===== config.mk =====
export PLATFORM = sky130hd
export DESIGN_NAME = reg_bus_rr_arbiter
export DESIGN_NICKNAME = d
export VERILOG_FILES = /design/src/rtl/reg_bus_arb_pkg.sv /design/src/rtl/reg_bus_arb_pick.sv /design/src/rtl/reg_bus_rr_arbiter.sv
export SDC_FILE = /design/constraint.sdc
export NUM_CORES = 1
export LEC_CHECK = 0
export ABC_AREA = 0
export CAP_MARGIN = 20
export CELL_PAD_IN_SITES_DETAIL_PLACEMENT = 0
export CELL_PAD_IN_SITES_GLOBAL_PLACEMENT = 1
export CORE_AREA = 2 2 203 205
export CTS_CLUSTER_SIZE = 10
export DETAILED_ROUTE_END_ITERATION = 8
export DIE_AREA = 0 0 205 207
export MAX_ROUTING_LAYER = met4
export PLACE_DENSITY_LB_ADDON = 0.1
export SETUP_SLACK_MARGIN = 0.15
export SLEW_MARGIN = 5
export SYNTH_ARGS = -nofsm -noshare
export SYNTH_HDL_FRONTEND = slang
export SYNTH_SLANG_ARGS = --single-unit

===== constraint.sdc =====
create_clock -name clk_i -period 2.5 [get_ports clk_i]
set_input_delay 0.375 -clock clk_i [delete_from_list [all_inputs] [get_ports clk_i]]
set_output_delay 0.375 -clock clk_i [all_outputs]
set_load 0.05 [all_outputs]

===== src/rtl/reg_bus_arb_pkg.sv =====
`default_nettype none
// =============================================================================
// Module  : reg_bus_arb_pkg
// Brief   : Shared types and helpers for the register-bus round-robin arbiter.
// Revision: 1.0
// =============================================================================
package reg_bus_arb_pkg;

   typedef enum logic [0:0] {
      IDLE = 1'b0,
      BUSY = 1'b1
   } arb_state_e;

   localparam int unsigned DEFAULT_TIMEOUT_CYCLES = 1024;
   localparam int unsigned DEFAULT_ADDR_WIDTH     = 32;
   localparam int unsigned DEFAULT_DATA_WIDTH     = 32;

   typedef struct packed {
      logic                                valid;
      logic [DEFAULT_ADDR_WIDTH-1:0]       addr;
      logic                                write;
      logic [DEFAULT_DATA_WIDTH-1:0]       wdata;
      logic [DEFAULT_DATA_WIDTH/8-1:0]     wstrb;
   } reg_bus_req_t;

   typedef struct packed {
      logic                                ready;
      logic [DEFAULT_DATA_WIDTH-1:0]       rdata;
      logic                                error;
   } reg_bus_rsp_t;

   // A single port still needs a 1-bit index signal.
   function automatic int unsigned idx_width(input int unsigned num_ports);
      return (num_ports > 1) ? int'($clog2(num_ports)) : 1;
   endfunction

endpackage
`default_nettype wire


===== src/rtl/reg_bus_arb_pick.sv =====
`default_nettype none
// =============================================================================
// Module  : reg_bus_arb_pick
// Brief   : Combinational round-robin picker: first valid port from ptr upwards.
// Revision: 1.0
// =============================================================================
module reg_bus_arb_pick
   import reg_bus_arb_pkg::*;
#(
   parameter int unsigned NumPorts = 4,
   parameter int unsigned IdxWidth = idx_width(NumPorts)
) (
   input  logic [NumPorts-1:0] valid_i,
   input  logic [IdxWidth-1:0] ptr_i,
   output logic [IdxWidth-1:0] idx_o,
   output logic                any_valid_o
);

   function automatic logic [IdxWidth-1:0] wrap_add(input logic [IdxWidth-1:0] base,
                                                    input int unsigned        off);
      return IdxWidth'((32'(base) + off) % NumPorts);
   endfunction

   // Scan farthest offset first so the nearest valid port is the last write.
   always_comb begin
      idx_o = '0;
      for (int off = NumPorts - 1; off >= 0; off--) begin
         if (valid_i[wrap_add(ptr_i, unsigned'(off))]) begin
            idx_o = wrap_add(ptr_i, unsigned'(off));
         end
      end
   end

   assign any_valid_o = |valid_i;

endmodule
`default_nettype wire


===== src/rtl/reg_bus_rr_arbiter.sv =====
`default_nettype none
// =============================================================================
// Module  : reg_bus_rr_arbiter
// Brief   : Round-robin, lock-until-complete sharing of one register-bus target.
//           Watchdog enabled by defining REG_BUS_RR_ARBITER_TIMEOUT_EN.
// Revision: 1.0
// =============================================================================
module reg_bus_rr_arbiter
   import reg_bus_arb_pkg::*;
#(
   parameter int unsigned NumPorts      = 4,
   parameter int unsigned AddrWidth     = DEFAULT_ADDR_WIDTH,
   parameter int unsigned DataWidth     = DEFAULT_DATA_WIDTH,
   parameter int unsigned TimeoutCycles = DEFAULT_TIMEOUT_CYCLES,
   parameter type         reg_req_t     = reg_bus_req_t,
   parameter type         reg_rsp_t     = reg_bus_rsp_t,
   parameter int unsigned IdxWidth      = idx_width(NumPorts)
) (
   input  logic                clk_i,
   input  logic                rst_i,
   input  reg_req_t            in_req_i [NumPorts],
   output reg_rsp_t            in_rsp_o [NumPorts],
   output reg_req_t            out_req_o,
   input  reg_rsp_t            out_rsp_i,
   output logic [IdxWidth-1:0] gnt_idx_o,
   output logic                busy_o,
   output logic                timeout_o
);

   if (NumPorts < 1 || TimeoutCycles < 2 ||
       $bits(reg_req_t) != AddrWidth + DataWidth + DataWidth/8 + 2 ||
       $bits(reg_rsp_t) != DataWidth + 2) begin : g_param_check
      $error("reg_bus_rr_arbiter: inconsistent parameters");
   end

   arb_state_e          state_q, state_d;
   logic [IdxWidth-1:0] gnt_idx_q, gnt_idx_d;
   logic [IdxWidth-1:0] ptr_q, ptr_d;
   logic [IdxWidth-1:0] next_ptr;
   logic [IdxWidth-1:0] pick_idx;
   logic                pick_any;
   logic [NumPorts-1:0] req_valid;

`ifdef REG_BUS_RR_ARBITER_TIMEOUT_EN
   localparam int unsigned CntWidth = $clog2(TimeoutCycles);
   logic [CntWidth-1:0] wdog_cnt_q, wdog_cnt_d;
`endif

   always_comb begin
      for (int k = 0; k < NumPorts; k++) begin
         req_valid[k] = in_req_i[k].valid;
      end
   end

   reg_bus_arb_pick #(
      .NumPorts (NumPorts),
      .IdxWidth (IdxWidth)
   ) u_pick (
      .valid_i     (req_valid),
      .ptr_i       (ptr_q),
      .idx_o       (pick_idx),
      .any_valid_o (pick_any)
   );

   assign next_ptr  = (gnt_idx_q == IdxWidth'(NumPorts - 1)) ? '0 : gnt_idx_q + IdxWidth'(1);
   assign gnt_idx_o = gnt_idx_q;
   assign busy_o    = (state_q == BUSY);

   always_comb begin
      state_d   = state_q;
      gnt_idx_d = gnt_idx_q;
      ptr_d     = ptr_q;
      out_req_o = '0;
      timeout_o = 1'b0;
      for (int k = 0; k < NumPorts; k++) begin
         in_rsp_o[k] = '0;
      end
`ifdef REG_BUS_RR_ARBITER_TIMEOUT_EN
      wdog_cnt_d = wdog_cnt_q;
`endif
      case (state_q)
         IDLE: begin
            if (pick_any) begin
               gnt_idx_d = pick_idx;
               state_d   = BUSY;
`ifdef REG_BUS_RR_ARBITER_TIMEOUT_EN
               wdog_cnt_d = '0;
`endif
            end
         end
         BUSY: begin
            out_req_o           = in_req_i[gnt_idx_q];
            in_rsp_o[gnt_idx_q] = out_rsp_i;
            if (out_rsp_i.ready) begin
               state_d = IDLE;
               ptr_d   = next_ptr;
            end
`ifdef REG_BUS_RR_ARBITER_TIMEOUT_EN
            // A real ready on the expiry cycle wins; otherwise answer with an error.
            else if (wdog_cnt_q == CntWidth'(TimeoutCycles - 1)) begin
               in_rsp_o[gnt_idx_q]       = '0;
               in_rsp_o[gnt_idx_q].ready = 1'b1;
               in_rsp_o[gnt_idx_q].error = 1'b1;
               timeout_o                 = 1'b1;
               state_d                   = IDLE;
               ptr_d                     = next_ptr;
            end else begin
               wdog_cnt_d = wdog_cnt_q + CntWidth'(1);
            end
`endif
         end
         default: state_d = IDLE;
      endcase
   end

   always_ff @(posedge clk_i) begin
      if (rst_i) begin
         state_q   <= IDLE;
         gnt_idx_q <= '0;
         ptr_q     <= '0;
`ifdef REG_BUS_RR_ARBITER_TIMEOUT_EN
         wdog_cnt_q <= '0;
`endif
      end else begin
         state_q   <= state_d;
         gnt_idx_q <= gnt_idx_d;
         ptr_q     <= ptr_d;
`ifdef REG_BUS_RR_ARBITER_TIMEOUT_EN
         wdog_cnt_q <= wdog_cnt_d;
`endif
      end
   end

`ifndef SYNTHESIS
   logic [NumPorts-1:0] rsp_ready;

   always_comb begin
      for (int k = 0; k < NumPorts; k++) begin
         rsp_ready[k] = in_rsp_o[k].ready;
      end
   end

   a_out_req_stable: assert property (@(posedge clk_i) disable iff (rst_i)
      out_req_o.valid && !out_rsp_i.ready && !timeout_o |=> $stable(out_req_o));

   a_one_ready: assert property (@(posedge clk_i) $onehot0(rsp_ready));

   a_granted_holds_valid: assert property (@(posedge clk_i) disable iff (rst_i)
      busy_o |-> in_req_i[gnt_idx_q].valid);
`endif

endmodule
`default_nettype wire

* Yosys cells after proc, flatten, opt, wreduce, memory -nomap -nowiden
Cells that the tools add are included.
** Storage, ports and cells
- Bits in registers :: 5
- Logic and storage cells :: 44
- Output and inout bits :: 210
- Bits of input ports :: 316
** Operators by class
- Eq/ne operators :: 1
- Reduce and logical (&&, ||, !) cells :: 4
- $lt $le $gt $ge :: 6
- Muxes and demuxes :: 23
- $add $sub $neg :: 4
- Bitwise logic cells :: 3
** Operators with widths (count)
- $mux W70 :: 3
- $bmux W70 S2 :: 1
- $and A136 B136 Y136 :: 1
- $mux W136 :: 1
- $demux W34 S2 :: 1
- $mux W34 :: 1
- $lt A2 B3 Y1 const B :: 4
- $mux W2 :: 5
- $bmux W1 S2 :: 4
- $mux W1 :: 6
- $add A2 B1 Y2 const B :: 2
- $add A2 B2 Y2 const B :: 2
- $reduce_and A2 Y1 :: 2
- $reduce_or A4 Y1 :: 1
- $ge A3 B3 Y1 const B :: 1
- $lt A3 B1 Y1 const B :: 1
- $not A2 Y3 :: 1
- $eq A2 B2 Y1 const B :: 1
- $pmux W1 S2 :: 1
- $logic_and A1 B1 Y1 :: 1
- $not A1 Y1 :: 1

* Logic depth before layout (Yosys ltp)
- Word-level depth :: 7
- Gate-level depth with buffers :: 6
- Mapped depth without buffers :: 4

* Cells and area by module
A second synthesis with hierarchy kept.
** Second synthesis, totals
- Cell total of the unflattened synthesis :: 445
- Area, all modules :: 3434.5 µm²
** Modules (own cells, without submodules)
- reg_bus_rr_arbiter :: times used 1, sequential area each 100.1 µm², area each 3363.2 µm², cells each 434
- reg_bus_arb_pick :: times used 1, sequential area each 0.0 µm², area each 71.3 µm², cells each 11

* Worst setup path after synthesis
Ideal clock, no wire load.
- Path kind :: reg2out
- Start :: register gnt_idx_q[1] (netlist: gnt_idx_o[1])
- End :: output in_rsp_o[100] (netlist bit)
- Setup slack :: 0.175 ns
- Arrival time :: 1.950 ns
- Stages on the path, launching flop included :: 7
- Data required time :: 2.125 ns
- Path buffers :: 3
- Cells stage by stage :: dfxtp_1 > buf_2 > buf_2 > inv_1 > ha_1 > clkbuf_1 > and3_1
** RTL lines
- from (decl) :: line reg_bus_rr_arbiter.sv:37 : logic [IdxWidth-1:0] gnt_idx_q, gnt_idx_d;
- from (signal assigned) :: line reg_bus_rr_arbiter.sv:126 : gnt_idx_q <= gnt_idx_d;
- to (decl) :: line reg_bus_rr_arbiter.sv:22 : output reg_rsp_t in_rsp_o [NumPorts],

==> out/metrics.yaml <==
status: "finished, final reports clean"
critical_path_class: "reg2out"
grt_pass1_wl_mm: 42.4
die_area_um2: 42400
hold_violations: 0
ys_top_cells_by_area: "mux4_2 45%, and3_1 24%, and2_1 12%, clkbuf_1 3.7%, buf_12 3.4%"
dp_hpwl_mm: 25.5
power.leakage_nw: 4.42
fin_crit_ns: 2.23
critical_path_required_ns: 2.12
fin_tns_setup_ns: 0
setup_viol: 0
yosysWarnings: 0
yosysTopAreaCell: "mux4_2"
seqPwrFrac: 0.039
numCtsBuffers: 3
start_util: 0.0871
rsz0062_at_grt: "false"
fin_crit_sh: 0.894
worstPathCellList: "buf_12 -> buf_12 -> mux4_2 -> and2_1 -> buf_4"
seq_area_frac_synth: 0.0285
route.detailed.drc: 0
r2r_end: "gnt_idx_o[1]$_SDFFE_PP0P_"
maxSlewViolCount: 0
crit_cells: 5
timing.max_slew.rel_slack: 0.656
share_comb_of_total_power: 0.859
antenna_found_initial: 11
path_clk_slew_ns: 0.03
insertion_delay_ns: 0.23
worstPathArrival_ns: 1.86
ctsLongestPathBuffers: 2
drtPass1Iterations: 4
grt_overflow: 0
synth_top_area_frac: 0.449
grt_max_degree: 87
hold_path.class: "reg2reg"
ctsHoldBuffers: 0
crit_end: "out_req_o[8]"
slowest_stage: "mux4_2"
clkPwrFrac: 0.102
r2r_slack_ns: 1.11
p_per_area_nw_per_um2: 240
netlist_instances: 366
cp_num_buf_inv: 3
wl_per_cell_um: 21.7
critPathTopFamily: "buffers and inverters"
num_rows: 74
clock-sinks: 5
routed_wl_mm: 30.5
netSwitchingFraction: 0.445
fmax_mhz: 448
critPathCaptureType: "output port"
cts_resized: 0
cap_violations: 0
gp_congestion: 0.816
totalPowerFinal_mw: 2.57
io_pins: 526
setup.worst_path.start_class: "flop"
synthToLayoutAreaGrowth_pct: 205
rr_worst_depth: 3
drtIter0Drc: 154
path_max_fanout: 10
vias: 5250
viasPerCell: 3.73
synth_nets: 686
fin_nets: 1184
h-tree-depth: 1
intPower_mw: 1.43
die_h_um: 207
p_sw_mw: 1.15
numPortBuffers: 524
ant_nets: 0
ir_drop_v: 0.000176
postSynthAreaPerCell_um2: 9.60
finClkSkew_ns: 0.00214
synth_area_um2: 3510
cts_tree: "yes"
grt_pass1_vias: 5786
die_w_um: 205
worst_path_most_repeated_cell: "buf_12"
worst_pin_slew_ns: 0.515
fillers: 4264
drive_gt1_frac: 0.355
coreArea_um2: 40400
cts_root_buf: "clkbuf_16"
synth_cell_types: 28
reg2reg_from: "busy_o$_SDFF_PP0_"
startpoint: "gnt_idx_o[0]$_SDFFE_PP0P_"
grt.total_usage: 0.140
slowest_delay_ns: 0.50
synth-seq-cells: 5
[tightest hold or removal path, stage by stage, from the launching register on]
cell,delay (ns)
dfxtp_1,0.35
nand2_1,0.08
a21oi_1,0.06
[worst min path at each step]
stage | slack, ns | depth (start not counted) | end | from
2_1_floorplan | 0.44 | 1 | ptr_q[1]$_SDFFE_PP0P_ | rst_i
3_3_place_gp | 0.55 | 2 | ptr_q[1]$_SDFFE_PP0P_ | ptr_q[1]$_SDFFE_PP0P_
3_5_place_dp | 0.54 | 2 | ptr_q[1]$_SDFFE_PP0P_ | ptr_q[1]$_SDFFE_PP0P_
4_1_cts | 0.55 | 2 | ptr_q[1]$_SDFFE_PP0P_ | ptr_q[1]$_SDFFE_PP0P_
5_1_grt | 0.57 | 2 | ptr_q[1]$_SDFFE_PP0P_ | ptr_q[1]$_SDFFE_PP0P_
6_report | 0.54 | 2 | ptr_q[1]$_SDFFE_PP0P_ | ptr_q[1]$_SDFFE_PP0P_
[what timing repair did]
item	in CTS	in global routing
hold endpoints to repair	0	0
buffers inserted	3	0
setup endpoints to repair	25	0
[metal layers]
metal  up-vias  global-route usage  share of wire
met5         -                   -              0
met3         6              0.0658           0.12
met4         0             0.00968         0.0041
li1       2438                   -              -
met1      2513               0.147           0.37
met2       293               0.246           0.50
[power by group through the flow]
| stage | Clock, mW | Sequential [mW] | Combinational (mW) |
|---|---|---|---|
| floorplan | 0 | 0.104 | 1.09 |
| global route | 0.273 | 0.104 | 2.33 |
| finish | 0.263 | 0.101 | 2.21 |
| CTS | 0.267 | 0.103 | 2.25 |
| detailed placement | 0 | 0.108 | 2.23 |
| global placement | 0 | 0.107 | 2.24 |
[placed cells by master (no fill, tap or decap), drive strengths merged, types with 2 or more instances in the layout]
| master | synthesis | layout |
|---|---|---|
| a21oi | 2 | 2 |
| and2 | 70 | 70 |
| and3 | 136 | 136 |
| buf | 17 | 228 |
| clkbuf | 35 | 4 |
| clkdlybuf4s50 | 0 | 317 |
| dfxtp | 5 | 5 |
| diode | 0 | 11 |
| ha | 4 | 4 |
| inv | 2 | 2 |
| mux2i | 2 | 2 |
| mux4 | 70 | 70 |
| nand2 | 2 | 2 |
| nand2b | 2 | 2 |
| nor2 | 5 | 5 |
| nor2b | 3 | 3 |
| o32ai | 2 | 2 |
[sequential cells by signal (all words and copies together) (netlist names)]
| signal | count |
|---|---|
| busy_o | 1 |
| gnt_idx_o | 2 |
| ptr_q | 2 |
[Yosys cell counts, drive strengths merged]
cell type  number
a211o           1
a211oi          1
a21oi           2
a31o            1
and2           70
and3          136
buf            17
clkbuf         35
conb            1
dfxtp           5
ha              4
inv             2
mux2i           2
mux4           70
nand2           2
nand2b          2
nand3           1
nor2            5
nor2b           3
nor3b           1
nor4            1
o32ai           2
or2             1
or4             1
[kinds of logic (layout without fill, tap and decap cells)]
logic type	count (synthesis)	in the layout	synth area share
AO/OA/AOI/OAI	7	7	0.0150
other	1	12	0.00107
buffers and inverters	54	551	0.0947
AND/OR/NAND/NOR	223	223	0.392
adder cells (fa/ha/maj)	4	4	0.0142
multiplexers	72	72	0.454
flip-flops	5	5	0.0285
[per-stage QoR]
step / cell area, um2 / std cells / hold slack, ns / util / worst slack, ns
final: 10700 / 1406 / 0.538 / 0.266 / 0.266
after global routing: 10700 / 1406 / 0.569 / 0.266 / 0.161
after CTS: 10700 / 1395 / 0.545 / 0.265 / 0.213
after detailed placement: 10600 / 1388 / 0.541 / 0.262 / 0.355
after global placement: 10600 / 1388 / 0.551 / 0.262 / 0.386
after floorplan: 3510 / 366 / 0.444 / - / 0.175
[area by class of cell]
class	count	area, um2	area share
multi-input cells	307	3080	0.287
flip-flops and latches	5	111	0.0104
well taps	532	666	0.0621
inverters	2	7.51	0.000700
diodes	11	27.5	0.00257
repair buffers	545	6750	0.629
clock buffers	4	78.8	0.00735
Note: power is estimated with default switching activity, not from simulation.
